[src/rtl/bias_add_requant_stage.sv]
// Bias add + requantize stage between the layer adder tree and the activation buffer.
// Two-stage valid/ready pipeline: S1 adds bias (DW+1 bits), S2 rounds, shifts,
// saturates to OUT_W and optionally clamps negatives. Tags the last vector of each group.
// Optional feature macro: RELU_EN (negative saturated lanes forced to 0 in S2).
module bias_add_requant_stage #(
  parameter int unsigned N_adder_tree = 16,
  parameter int unsigned DW           = 18,
  parameter int unsigned OUT_W        = 8,
  parameter int unsigned SHIFT        = 8,
  parameter int unsigned GROUPS       = 34
) (
  input  logic                          clk,
  input  logic                          rst_n,
  input  logic                          in_valid,
  output logic                          in_ready,
  input  logic [N_adder_tree*DW-1:0]    in_data,
  input  logic [N_adder_tree*DW-1:0]    bias,
  output logic                          out_valid,
  input  logic                          out_ready,
  output logic [N_adder_tree*OUT_W-1:0] out_data,
  output logic                          out_last
);

  localparam int unsigned SW     = DW + 1;
  localparam int unsigned RW     = DW + 2;
  localparam int unsigned CW     = (GROUPS > 1) ? $clog2(GROUPS) : 1;
  localparam int unsigned RND_SH = (SHIFT > 0) ? SHIFT - 1 : 0;
  // Rounding add needs one extra bit over the bias-add sum to avoid wrap at full scale
  localparam logic signed [RW-1:0] RND    = (SHIFT > 0) ? (RW'(1) << RND_SH) : '0;
  localparam logic signed [RW-1:0] SAT_HI = RW'((1 << (OUT_W - 1)) - 1);
  localparam logic signed [RW-1:0] SAT_LO = ~SAT_HI;
  localparam logic [CW-1:0]        LAST_IDX = CW'(GROUPS - 1);

  logic                                s1_valid;
  logic                                s1_last;
  logic [N_adder_tree-1:0][SW-1:0]     s1_sum;
  logic [N_adder_tree-1:0][SW-1:0]     sum_c;
  logic [CW-1:0]                       grp_cnt;
  logic                                s2_ready_c;
  logic                                in_acc_c;
  logic [N_adder_tree*OUT_W-1:0]       rq_c;
  logic signed [RW-1:0]                rnd_v;
  logic signed [RW-1:0]                sh_v;
  logic signed [RW-1:0]                q_v;

  // S2 can load when empty or being drained this cycle; S1 can load when it can move on
  assign s2_ready_c = !out_valid || out_ready;
  assign in_ready   = !s1_valid || s2_ready_c;
  assign in_acc_c   = in_valid && in_ready;

  // Per-lane sign-extended bias add; DW+1 bits cannot overflow
  always_comb begin
    sum_c = '0;
    for (int i = 0; i < int'(N_adder_tree); i++) begin
      sum_c[i] = SW'($signed(in_data[DW*i +: DW])) + SW'($signed(bias[DW*i +: DW]));
    end
  end

  // Per-lane round-half-up, arithmetic shift, saturate, optional negative clamp
  always_comb begin
    rq_c  = '0;
    rnd_v = '0;
    sh_v  = '0;
    q_v   = '0;
    for (int i = 0; i < int'(N_adder_tree); i++) begin
      rnd_v = RW'($signed(s1_sum[i])) + RND;
      sh_v  = rnd_v >>> SHIFT;
      if (sh_v > SAT_HI) begin
        q_v = SAT_HI;
      end else if (sh_v < SAT_LO) begin
        q_v = SAT_LO;
      end else begin
        q_v = sh_v;
      end
`ifdef RELU_EN
      if (q_v[RW-1]) begin
        q_v = '0;
      end
`else
`endif
      rq_c[OUT_W*i +: OUT_W] = q_v[OUT_W-1:0];
    end
  end

  // S1: capture bias-added sums, group position tag and advance the group counter on accept
  always_ff @(posedge clk or negedge rst_n) begin
    if (!rst_n) begin
      s1_valid <= 1'b0;
      s1_last  <= 1'b0;
      s1_sum   <= '0;
      grp_cnt  <= '0;
    end else begin
      if (in_ready) begin
        s1_valid <= in_valid;
      end
      if (in_acc_c) begin
        s1_sum  <= sum_c;
        s1_last <= (grp_cnt == LAST_IDX);
        grp_cnt <= (grp_cnt == LAST_IDX) ? '0 : grp_cnt + CW'(1);
      end
    end
  end

  // S2: registered output; holds data and tag while stalled downstream
  always_ff @(posedge clk or negedge rst_n) begin
    if (!rst_n) begin
      out_valid <= 1'b0;
      out_data  <= '0;
      out_last  <= 1'b0;
    end else if (s2_ready_c) begin
      out_valid <= s1_valid;
      if (s1_valid) begin
        out_data <= rq_c;
        out_last <= s1_last;
      end
    end
  end

endmodule

[config.mk]
export PLATFORM = sky130hd
export DESIGN_NAME = bias_add_requant_stage
export DESIGN_NICKNAME = d
export VERILOG_FILES = /design/src/rtl/bias_add_requant_stage.sv
export SDC_FILE = /design/constraint.sdc
export NUM_CORES = 1
export LEC_CHECK = 0
export BUFFER_PORTS_ARGS = -buffer_cell sky130_fd_sc_hd__clkbuf_2
export CORE_AREA = 2 2 275 277
export CTS_CLUSTER_SIZE = 12
export DETAILED_ROUTE_END_ITERATION = 6
export DIE_AREA = 0 0 277 279
export GPL_TIMING_DRIVEN = 1
export PLACE_DENSITY_LB_ADDON = 0.1
export SYNTH_ARGS = -nofsm -noshare
export SYNTH_HDL_FRONTEND = slang
export SYNTH_SLANG_ARGS = --single-unit
[constraint.sdc]
create_clock -name clk -period 4.3 [get_ports clk]
set_input_delay 0.86 -clock clk [delete_from_list [all_inputs] [get_ports clk]]
set_output_delay 0.86 -clock clk [all_outputs]
set_load 0.01 [all_outputs]
==> results.ini <==
[power_and_ir_drop]
p_sw_share_pct=36.81
p_int_mw=7.931
p_switching_mw=4.620
peakVddDrop_mv=0.2525
finalPower_mw=12.55
p_seq_share_pct=38.7
combinationalPowerShare_pct=34.3
cellLeakagePower_nw=14.74
clkPwrFrac_pct=27.1
powerDensity_mw_per_mm2=408.5

[clock_network]
htree_levels=2
clockBufferDepth=3
ctsHoldBuffers=0
clk_pin_slew_worst_paths_ns=0.06
clock-sinks=330
cts_root_buffer=clkbuf_16
cts_resized=0
post_cts_buffers=0
clk_latency_ns=0.56
cts_inserted_buffers=41
cts_tree=built

[sta]
fin_crit_sh_pct=61.08
setup_tns_ns=0
clock_skew_ns=0.01805
min_period_ns=2.627
clock.fmax_ghz=0.3807
hold_viol=0
worst_slew_pin_slew_ns=0.8525
finalMaxSlewViolations=0
setup_violations=0
maxSlewHeadroom_pct=42.99
rsz0062_at_grt=no

[setup_path]
reg2reg_depth=8
timing_worst_setup_path_type=in2reg
start_kind=input pin
critical_path.endpoint_type=flop
worstPathMaxFanout=3
cp_data_arrival_time_ns=3.06
worst_ep_required_time_ns=4.73

[cells_and_area]
post_route_cells_drive_above_1_share_pct=24.49
multi_input_area_mm2=0.01587
regArea_mm2=0.008258
fill_cells=7511
area.growth.synth_to_final_pct=24.63
nNetsFinal=4318

[detailed_routing]
drc=0
vias_per_cell=5.185
first_pass_iters=5
routed_wl_mm=80.13
drt-initial-drc-count=1163
wl_per_cell_um=18.01
postRouteAntennaNets=0
num_vias=23070

[synthesis]
synth_edf_count=0
synth_cell_types=83
avgSynthCellArea_um2=8.962
yosysTopAreaCellShare_pct=33.49
yosysWarningCount=0
syn-num-nets=3621
ys.flop_type=dfrtp_1
async_flop_share_pct=100.0
synth.area.top_cells=dfrtp_1 (33%), ha_1 (15%), nand2_1 (5.3%)
synth_cells=2751
synth_area_mm2=0.02465
ys_seq_area_share_pct=33.49
synth-seq-cells=330
synth_top_area_cell=dfrtp_1

[floorplan]
die_x_um=277
die_h_um=279
rows=100
fp.coreArea_mm2=0.07407
pin_count=711
dieArea_mm2=0.07728
initial_core_util_pct=33.29

[grt]
gr-usage-all-layers_pct=20.18
grt_pass1_wl_mm=126.0
overflow=0
grt_pass1_vias=23296
grt_max_degree=93
antenna_found_initial=9

[placed_design]
dp_hpwl_mm=64.97
port-buffer-count=710
gp_congestion=0.9033

[job]
drv_cap=0

[min_path]
hold_path.class=in2async

[outcome]
status=complete, no violations

## layer usage
| layer | track usage, % | part of all wire, % | vias up |
|---|---|---|---|
| met1 | 24.96 | 43 | 10835 |
| li1 | - | - | 11580 |
| met2 | 35.58 | 49 | 539 |
| met3 | 3.816 | 5.0 | 108 |
| met4 | 5.978 | 2.4 | 8 |
| met5 | 0 | 0.071 | - |
## flip-flops by register name, indices dropped and copies added (netlist names)
register,cells
s1_last,1
out_valid,1
out_data,128
s1_sum,192
s1_valid,1
grp_cnt,6
out_last,1
## power groups by stage
| stage | combinational, mW | sequential (mW) | clock [mW] |
|---|---|---|---|
| 2_1_floorplan | 2.55 | 4.84 | 0 |
| 3_3_place_gp | 4.29 | 4.87 | 0 |
| 3_5_place_dp | 4.35 | 4.90 | 0 |
| 4_1_cts | 4.37 | 4.86 | 3.52 |
| 5_1_grt | 4.83 | 5.00 | 3.64 |
| 6_report | 4.30 | 4.86 | 3.40 |
## worst paths after layout
path / start / endpoint / slack (ns)
setup / recovery: in_data[22] / s1_sum[29] / 1.67
hold / removal: rst_n / s1_sum[293] / 0.32
setup reg to reg: s1_sum[236] / out_data[98] / 1.93
hold reg to reg: out_data[110] / out_data[110] / 0.47
max in group asynchronous: rst_n / s1_sum[200] / 3.03
min in group clk: out_data[110] / out_data[110] / 0.47
## cell families after synthesis
kind of cell | Yosys count | share of synthesized area [%]
XOR/XNOR | 250 | 8.881
flip-flops | 330 | 33.49
AND/OR/NAND/NOR | 847 | 16.40
AO/OA/AOI/OAI | 884 | 24.02
multiplexers | 6 | 0.2690
buffers and inverters | 144 | 2.218
adder cells (fa/ha/maj) | 290 | 14.72
## layout by cell type (no fill, tap or decap), drive strengths merged, types with 7 or more instances in the layout
cell type / Yosys / final
nor2: 132 / 132
and2: 27 / 27
nor3b: 9 / 9
nor4b: 9 / 9
o211ai: 64 / 64
nand2b: 19 / 19
a211oi: 25 / 25
a31o: 12 / 12
a21bo: 8 / 8
ha: 290 / 290
nand2: 350 / 350
a21oi: 148 / 148
a22o: 7 / 7
and3: 45 / 45
nand3: 94 / 94
a221oi: 15 / 15
xnor2: 127 / 127
a31oi: 32 / 32
nor3: 35 / 35
inv: 68 / 69
xor2: 123 / 123
clkbuf: 60 / 773
o21ai: 239 / 239
o21a: 52 / 52
o22ai: 12 / 12
a21o: 103 / 103
o21bai: 14 / 14
nand4: 57 / 57
and4: 9 / 9
o31ai: 31 / 31
a221o: 12 / 12
or2: 13 / 13
o22a: 38 / 38
a21boi: 10 / 10
buf: 16 / 21
a41o: 9 / 9
dfrtp: 330 / 330
nor2b: 18 / 18
## critical path: stages
cell and delay (ns):
clkbuf_2 0.10, ha_1 0.31, a21o_1 0.18, a21oi_1 0.39, a31oi_1 0.25, or2_2 0.36
a21oi_1 0.18, xor2_1 0.28, o21ai_0 0.13
## metrics by stage
| stage | setup WS [ns] | hold slack (ns) | instance area (µm²) | util (%) | std cells |
|---|---|---|---|---|---|
| 2_1_floorplan | 1.504 | 0.4386 | 24650 | - | 2751 |
| 5_1_grt | 1.513 | 0.3758 | 30730 | 41.48 | 4449 |
| 3_5_place_dp | 1.086 | 0.4648 | 29410 | 39.70 | 4374 |
| 3_3_place_gp | 1.130 | 0.4505 | 29410 | 39.70 | 4374 |
| 4_1_cts | 1.683 | 0.3522 | 30710 | 41.47 | 4444 |
| 6_report | 1.673 | 0.3178 | 30730 | 41.48 | 4449 |
## synthesized netlist by cell type, types with 52 or more instances
library cell,n
xnor2_1,127
xor2_1,123
nand4_1,55
nand2_1,350
dfrtp_1,330
ha_1,290
nand3_1,94
a21o_1,101
o21a_1,52
a21oi_1,143
o211ai_1,64
clkbuf_1,60
nor2_1,132
inv_1,68
o21ai_0,235
## final cells by class
class                           instances  share of cell area [%]
Antenna cell                            5                 0.04072
Clock buffer                           64                   4.052
Clock inverter                          6                  0.1995
Inverter                               68                  0.8307
Multi-Input combinational cell       2277                   51.65
Sequential cell                       330                   26.88
Tap cell                              969                   3.946
Timing Repair Buffer                  730                   12.41
No activity file was read; power rests on OpenSTA's default activity.
